<file path="src/rtl/spi_master_mc.sv">
// SPI master with per-transfer CPOL/CPHA, clock divider and chip-select selection.
// Define SPI_MASTER_MC_LSB_FIRST_EN to add the lsb_first input for LSB-first transfers.
module spi_master_mc #(
    parameter int unsigned DATA_WIDTH = 8,
    parameter int unsigned NUM_CS     = 4,
    parameter int unsigned DIV_WIDTH  = 8,
    localparam int unsigned CSW       = (NUM_CS > 1) ? $clog2(NUM_CS) : 1
) (
    input  logic                  clk,
    input  logic                  rst_n,
    input  logic                  start,
    input  logic [DATA_WIDTH-1:0] data_in,
    input  logic [CSW-1:0]        cs_sel,
    input  logic                  cpol,
    input  logic                  cpha,
    input  logic [DIV_WIDTH-1:0]  clk_div,
`ifdef SPI_MASTER_MC_LSB_FIRST_EN
    input  logic                  lsb_first,
`endif
    output logic                  busy,
    output logic                  done,
    output logic [DATA_WIDTH-1:0] data_out,
    output logic                  spi_sck,
    output logic [NUM_CS-1:0]     spi_cs_n,
    output logic                  spi_mosi,
    input  logic                  spi_miso
);

    localparam int unsigned EW = $clog2(2 * DATA_WIDTH);
    localparam logic [EW-1:0] LastEdge = EW'(2 * DATA_WIDTH - 1);

    typedef enum logic [2:0] {StIdle, StSetup, StTransfer, StHold, StDone} state_e;

    state_e                state_q;
    logic [DIV_WIDTH-1:0]  cnt_q;
    logic [DIV_WIDTH-1:0]  div_q;
    logic [EW-1:0]         edge_q;
    logic [DATA_WIDTH-1:0] tx_q;
    logic [DATA_WIDTH-1:0] rx_q;
    logic                  cpol_q;
    logic                  cpha_q;
    logic                  busy_q;
    logic                  done_q;
    logic [DATA_WIDTH-1:0] data_out_q;
    logic                  sck_q;
    logic                  mosi_q;
    logic [NUM_CS-1:0]     cs_n_q;

    logic [NUM_CS-1:0]     cs_dec;
    logic [DATA_WIDTH-1:0] tx_word;
    logic [DATA_WIDTH-1:0] rx_word;
    logic                  sample_edge;
    logic                  last_edge;

    // An out-of-range cs_sel matches no line, so the transfer runs with every select high.
    always_comb begin
        cs_dec = '1;
        for (int unsigned i = 0; i < NUM_CS; i++) begin
            if (cs_sel == CSW'(i)) begin
                cs_dec[i] = 1'b0;
            end
        end
    end

`ifdef SPI_MASTER_MC_LSB_FIRST_EN
    logic lsb_q;

    function automatic logic [DATA_WIDTH-1:0] bit_rev(input logic [DATA_WIDTH-1:0] v);
        logic [DATA_WIDTH-1:0] r;
        for (int unsigned i = 0; i < DATA_WIDTH; i++) begin
            r[i] = v[DATA_WIDTH-1-i];
        end
        return r;
    endfunction

    // The shifter always runs MSB-first; LSB-first is a bit reversal at load and unload.
    assign tx_word = lsb_first ? bit_rev(data_in) : data_in;
    assign rx_word = lsb_q ? bit_rev(rx_q) : rx_q;
`else
    assign tx_word = data_in;
    assign rx_word = rx_q;
`endif

    // Even edge indices are leading edges; CPHA picks leading or trailing for sampling.
    assign sample_edge = ~edge_q[0] ^ cpha_q;
    assign last_edge   = (edge_q == LastEdge);

    always_ff @(posedge clk or negedge rst_n) begin
        if (!rst_n) begin
            state_q    <= StIdle;
            cnt_q      <= '0;
            div_q      <= '0;
            edge_q     <= '0;
            tx_q       <= '0;
            rx_q       <= '0;
            cpol_q     <= 1'b0;
            cpha_q     <= 1'b0;
            busy_q     <= 1'b0;
            done_q     <= 1'b0;
            data_out_q <= '0;
            sck_q      <= 1'b0;
            mosi_q     <= 1'b0;
            cs_n_q     <= '1;
`ifdef SPI_MASTER_MC_LSB_FIRST_EN
            lsb_q      <= 1'b0;
`endif
        end else begin
            done_q <= 1'b0;
            unique case (state_q)
                StIdle: begin
                    if (start) begin
                        state_q <= StSetup;
                        cnt_q   <= clk_div;
                        div_q   <= clk_div;
                        edge_q  <= '0;
                        rx_q    <= '0;
                        cpol_q  <= cpol;
                        cpha_q  <= cpha;
                        sck_q   <= cpol;
                        busy_q  <= 1'b1;
                        cs_n_q  <= cs_dec;
`ifdef SPI_MASTER_MC_LSB_FIRST_EN
                        lsb_q   <= lsb_first;
`endif
                        if (cpha) begin
                            mosi_q <= 1'b0;
                            tx_q   <= tx_word;
                        end else begin
                            mosi_q <= tx_word[DATA_WIDTH-1];
                            tx_q   <= {tx_word[DATA_WIDTH-2:0], 1'b0};
                        end
                    end
                end
                StSetup: begin
                    if (cnt_q == '0) begin
                        state_q <= StTransfer;
                        cnt_q   <= div_q;
                    end else begin
                        cnt_q <= cnt_q - DIV_WIDTH'(1);
                    end
                end
                StTransfer: begin
                    if (cnt_q == '0) begin
                        sck_q  <= ~sck_q;
                        cnt_q  <= div_q;
                        edge_q <= edge_q + EW'(1);
                        if (sample_edge) begin
                            rx_q <= {rx_q[DATA_WIDTH-2:0], spi_miso};
                        end else if (!last_edge) begin
                            mosi_q <= tx_q[DATA_WIDTH-1];
                            tx_q   <= {tx_q[DATA_WIDTH-2:0], 1'b0};
                        end
                        if (last_edge) begin
                            state_q <= StHold;
                        end
                    end else begin
                        cnt_q <= cnt_q - DIV_WIDTH'(1);
                    end
                end
                StHold: begin
                    if (cnt_q == '0) begin
                        state_q    <= StDone;
                        busy_q     <= 1'b0;
                        done_q     <= 1'b1;
                        cs_n_q     <= '1;
                        mosi_q     <= 1'b0;
                        data_out_q <= rx_word;
                    end else begin
                        cnt_q <= cnt_q - DIV_WIDTH'(1);
                    end
                end
                StDone: begin
                    state_q <= StIdle;
                end
                default: begin
                    state_q <= StIdle;
                end
            endcase
        end
    end

    assign busy     = busy_q;
    assign done     = done_q;
    assign data_out = data_out_q;
    assign spi_sck  = sck_q;
    assign spi_cs_n = cs_n_q;
    assign spi_mosi = mosi_q;

endmodule

</file>
<file path="config.mk">
export PLATFORM = sky130hd
export DESIGN_NAME = spi_master_mc
export DESIGN_NICKNAME = d
export VERILOG_FILES = /design/src/rtl/spi_master_mc.sv
export SDC_FILE = /design/constraint.sdc
export NUM_CORES = 1
export LEC_CHECK = 0
export ABC_CLOCK_PERIOD_IN_PS = 2600
export BUFFER_PORTS_ARGS = -buffer_cell sky130_fd_sc_hd__buf_2
export CAP_MARGIN = 20
export CORE_UTILIZATION = 57
export DETAILED_ROUTE_END_ITERATION = 10
export PLACE_DENSITY = 0.79
export SYNTH_ARGS = -nofsm -noshare
export SYNTH_HDL_FRONTEND = slang
export SYNTH_SLANG_ARGS = --single-unit
export TNS_END_PERCENT = 30
</file>
<file path="constraint.sdc">
create_clock -name clk -period 2.6 [get_ports clk]
set_clock_uncertainty 0.15 [all_clocks]
set_input_delay 0 -clock clk [delete_from_list [all_inputs] [get_ports clk]]
set_output_delay 0 -clock clk [all_outputs]
set_load 0.05 [all_outputs]
</file>
# --- Yosys cells after proc, flatten, opt, wreduce, memory -nomap -nowiden ---
# Index checks and enable logic that the tools add are counted.
totals:
  reg_bits: 56
  latch_bits: 0
  ram_bits: 0
  rom_bits: 0
  out_inout_bits: 16
  memories: 0
classes:
  addsub: 2
  n_mul: 0
  div: 0
  magnitude_cmp: 0
  eq_ne: 16
  n_shift: 0
  mux: 44
  bitwise_logic: 3
  n_reduce_logical: 17
op_table:
  columns: ["op", "n"]
  rows:
  - ["8-bit two-way mux", 11]
  - ["8-bit case mux with 2 select lines", 2]
  - ["8-bit case mux with 3 select lines", 1]
  - ["2-bit inequality test, second input constant", 9]
  - ["4-bit two-way mux", 4]
  - ["4-bit case mux with 2 select lines", 2]
  - ["1-bit two-way mux", 15]
  - ["3-bit two-way mux", 5]
  - ["3-bit case mux with 4 select lines", 1]
  - ["5-bit AND reduction", 2]
  - ["3-bit AND reduction", 3]
  - ["8-bit logical NOT", 1]
  - ["8-bit by 1-bit subtractor with 8-bit output, second input constant", 1]
  - ["3-bit by 2-bit == test with 1-bit output, second input constant", 2]
  - ["6-bit AND reduction", 1]
  - ["3-bit nonzero test", 2]
  - ["4-bit by 1-bit adder with 4-bit output, second input constant", 1]
  - ["2-bit == test, second input constant", 2]
  - ["4-bit == test, second input constant", 1]
  - ["1-bit case mux with 2 select lines", 2]
  - ["2-bit AND reduction", 2]
  - ["4-bit AND reduction", 1]
  - ["2-bit nonzero test", 2]
  - ["3-bit by 1-bit == test with 1-bit output, second input constant", 1]
  - ["other kinds (7)", 8]

# --- Depth between registers and ports, before layout ---
depth:
  depth_word: 5
  depth_mapped: 9
  ltp_nobuf: 7

# --- Worst setup path before layout ---
# OpenSTA, ideal clock, no wires.
synth_path:
  kind: "flip-flop to flip-flop"
  start: "register cnt_q[0]"
  end: "register cs_n_q[2], in the netlist spi_cs_n[2]"
  t_arrival_ps: 2015
  required_time_ps: 2373
  path_slack_ps: 358
  stages_incl_launch_ff: 9
  n_path_buf: 1
  synth_period_minus_slack_ps: 2242
  cell_sequence: "dfrtp_1 -> inv_1 -> ha_1 -> or3b_2 -> or3_2 -> inv_2 -> buf_6 -> nor3_1 -> a31oi_1"
synth_between:
  elab_chain_cells: 3
synth_lines:
  columns: ["item", "line_no", "source"]
  rows:
  - ["from (decl)", "35", "logic [DIV_WIDTH-1:0] cnt_q;"]
  - ["from (signal assigned)", "113", "cnt_q <= clk_div;"]
  - ["from (signal assigned)", "137", "cnt_q <= div_q;"]
  - ["from (signal assigned)", "139", "cnt_q <= cnt_q - DIV_WIDTH'(1);"]
  - ["8-bit logical NOT", "161", "if (cnt_q == '0) begin"]
  - ["2-bit inequality test (no source line)", null, null]
  - ["3-bit AND reduction (no source line)", null, null]
  - ["to (signal assigned)", "121", "cs_n_q <= cs_dec;"]
  - ["to (decl)", "47", "logic [NUM_CS-1:0] cs_n_q;"]
# No other way between the ends.
# A chain may end at the register's enable or synchronous reset.

# --- Final worst setup path ---
layout_path:
  start: "register cnt_q[0]"
  end: "register cs_n_q[0], in the netlist spi_cs_n[0]"
# The elaborated chain is that of the path after synthesis.

==> impl_metrics.json <==
{
  "status": "completed",
  "final_util_pct": 73.5,
  "synth_edf_count": 0,
  "fin_nets": 393,
  "diodes": 0,
  "synth_compound_area_share_pct": 17.4,
  "cp.required_ps": 2690,
  "drv_slew": 0,
  "finish.instance_area_sq_um": 3520,
  "endpoint_kind": "flop",
  "r2r_setup_slack_ps": 130,
  "critPathArrivalTime_ps": 2560,
  "synth_cells": 302,
  "clk_latency_ps": 310,
  "setup-tns-final_ps": 0,
  "clock.fmax_ghz": 0.406,
  "tightest_slew_ps": 950,
  "synth_mux_area_share_pct": 6.34,
  "hold_class": "input port to async pin",
  "die_h_um": 72.9,
  "antenna_found_initial": 0,
  "period_minus_slack_ps": 2470,
  "cts_root_buffer": "clkbuf_8",
  "routed_wl_um": 6330,
  "netlist.area_leader.share_pct": 45.5,
  "grt_pass1_vias": 2266,
  "cts_tree": "yes",
  "pre_cts_slack_ps": 168,
  "cpPeakStageDelay_ps": 560,
  "placed_cell_area_sq_um": 3150,
  "grt_start_max_net_pins": 57,
  "seqPwrFrac_pct": 40.6,
  "io_pins": 40,
  "cts_buffer_depth": 2,
  "fp.dieArea_sq_um": 5310,
  "synth_xor_area_share_pct": 1.22,
  "core_area_sq_um": 4790,
  "pwr-share-clk_pct": 17.7,
  "io_buffers": 39,
  "power.net_switching_mw": 1.28,
  "fp.dieW_um": 72.9,
  "grt_use_total_pct": 26.4,
  "period_share_pct": 94.8,
  "final_common_cell": "nand2_1",
  "synth_top_area_cell": "dfrtp_1",
  "synth-simple-area-share_pct": 19.8,
  "dp_hpwl_um": 4110,
  "finalWorstSetupSlack_ps": 135,
  "layout-drive-gt1-share_pct": 25.3,
  "ys_types": 59,
  "start_util_pct": 59.8,
  "rsz0062_at_grt": "no",
  "rows": 25,
  "ys.flop_type": "dfrtp_1",
  "dp_cells": 402,
  "yosys-top-cells-area": "dfrtp_1 45%, nand2_1 7.9%, o21ai_0 3.8%",
  "grt_pass1_wl_um": 10700,
  "synth_nets": 328,
  "whs_ps": 199,
  "power.total_mw": 3.28,
  "yosys_warnings": 0,
  "async_reset_ff_share_pct": 100,
  "htree_levels": 2,
  "r2r_cells": 7,
  "drt_first_iter_violations": 156,
  "ys_ff_latch": 56,
  "synthAdderAreaFrac_pct": 1.22,
  "vdd_drop_max_uv": 553,
  "relSlewSlack_pct": 36.2,
  "r2r_start": "cnt_q[0]",
  "r2r_end": "spi_cs_n[0]",
  "intPower_mw": 2.00,
  "instances_no_fill": 435,
  "finalSetupViolations": 0,
  "cts_sinks": 56,
  "ant_nets": 0,
  "cp_max_fo": 13,
  "drtPass1Iterations": 4,
  "hold_viol": 0,
  "most-common-layout-cells": "60 x nand2_1, 52 x dfrtp_1, 39 x buf_2",
  "cts_buffers": 5,
  "crit_slowest_cell": "or3b_2",
  "wl_per_cell_um": 14.6,
  "path_clk_slew_ps": 100,
  "num-fill-cells": 366,
  "synth_top_family_by_area": "simple AND/OR/NAND/NOR gates",
  "power_frac_comb_pct": 41.6,
  "critical_path.cell_chain": "inv_1, ha_1, or3b_2, or3_2, inv_2, nor3_1, a31oi_1",
  "p_leak_nw": 1.63,
  "maxCapViolCount": 0,
  "vias": 2402,
  "worst_setup_path_start_kind": "flop",
  "synth-seq-area-share_pct": 49.1,
  "vias_per_cell": 5.52,
  "drc": 0,
  "p_per_area_nw_per_um2": 932,
  "swShare_pct": 39.1,
  "syn_avg_cell_area_sq_um": 9.48,
  "syn_area_sq_um": 2860,
  "area_growth_pct": 23.0,
  "criticalPathCategory": "flop to flop",
  "grt_overflow": 0,
  "gp_congestion": 0.861
}
power groups by stage:
stage	clock, mW	combinational, mW	sequential [mW]
after CTS	0.594	1.36	1.33
final	0.581	1.36	1.33
after global placement	0	1.29	1.34
after floorplan	0	0.928	1.44
after global routing	0.627	1.50	1.37
after detailed placement	0	1.32	1.35
final cells by class:
| type | count | area (sq um) | share of cell area (%) |
|---|---|---|---|
| sequential | 56 | 1410 | 40.0 |
| multi-input combinational | 217 | 1320 | 37.6 |
| timing repair buffer | 79 | 558 | 15.9 |
| tap | 67 | 83.8 | 2.38 |
| clock buffer | 5 | 68.8 | 1.96 |
| clock inverter | 3 | 47.5 | 1.35 |
| inverter | 8 | 30.0 | 0.853 |
timing repair:
item	4_1_cts	5_1_grt
resized for setup	0	1
hold buffers	25	0
setup buffers	0	0
endpoints found under the setup margin	0	1
endpoints found under the hold margin	83	0
state kept, by name, summed over array words and instances, names as in the netlist:
signal	cells
state_q	3
data_out	8
div_q	8
rx_q	8
spi_cs_n	4
cpha_q	1
edge_q	4
busy	1
done	1
tx_q	8
cnt_q	8
spi_sck	1
spi_mosi	1
worst max-delay path by stage:
stage,cells after the start,end,from,slack [ps]
after floorplan,8,spi_cs_n[2],cnt_q[0],360
after global placement,6,tx_q[0],cnt_q[0],260
after detailed placement,7,spi_cs_n[1],cnt_q[0],170
after CTS,7,spi_cs_n[0],cnt_q[0],130
after global routing,7,spi_cs_n[2],cnt_q[0],7
final,7,spi_cs_n[0],cnt_q[0],130
cells in the mapped netlist (all sizes together), types with 2 or more instances:
| master | count |
|---|---|
| a22o | 2 |
| dfrtp | 52 |
| a31oi | 5 |
| ha | 2 |
| clkbuf | 12 |
| nor4 | 4 |
| xor2 | 3 |
| nand2b | 2 |
| nor4b | 2 |
| a2111oi | 2 |
| a22oi | 5 |
| or2 | 3 |
| or3 | 4 |
| a211o | 2 |
| nand2 | 60 |
| dfstp | 4 |
| o21ai | 30 |
| o31ai | 4 |
| inv | 8 |
| a21oi | 17 |
| mux2 | 9 |
| a32o | 2 |
| mux2i | 8 |
| nand3 | 4 |
| buf | 9 |
| nor2 | 14 |
| nor3 | 14 |
critical path: cells and delay by family, from the launching register on:
| family | cells | cell delay (ps) |
|---|---|---|
| AO/OA/AOI/OAI | 1 | 150 |
| adder cells (fa/ha/maj) | 1 | 200 |
| AND/OR/NAND/NOR | 3 | 1170 |
| flip-flops | 1 | 400 |
| buffers and inverters | 2 | 330 |
layer usage:
metal	global-route usage [%]	part of all wire [%]	vias up
li1	-	-	1199
met1	36.2	46	1148
met2	42.5	49	47
met3	4.97	4.0	8
met4	8.93	1.4	0
met5	0	0	-
kinds of logic after synthesis:
group | after synthesis
fa+ha+maj | 3
mux | 17
simple gates | 115
flops | 56
buf+inv | 29
compound gates | 78
xor+xnor | 4
Power figures use the tool's default switching activity.
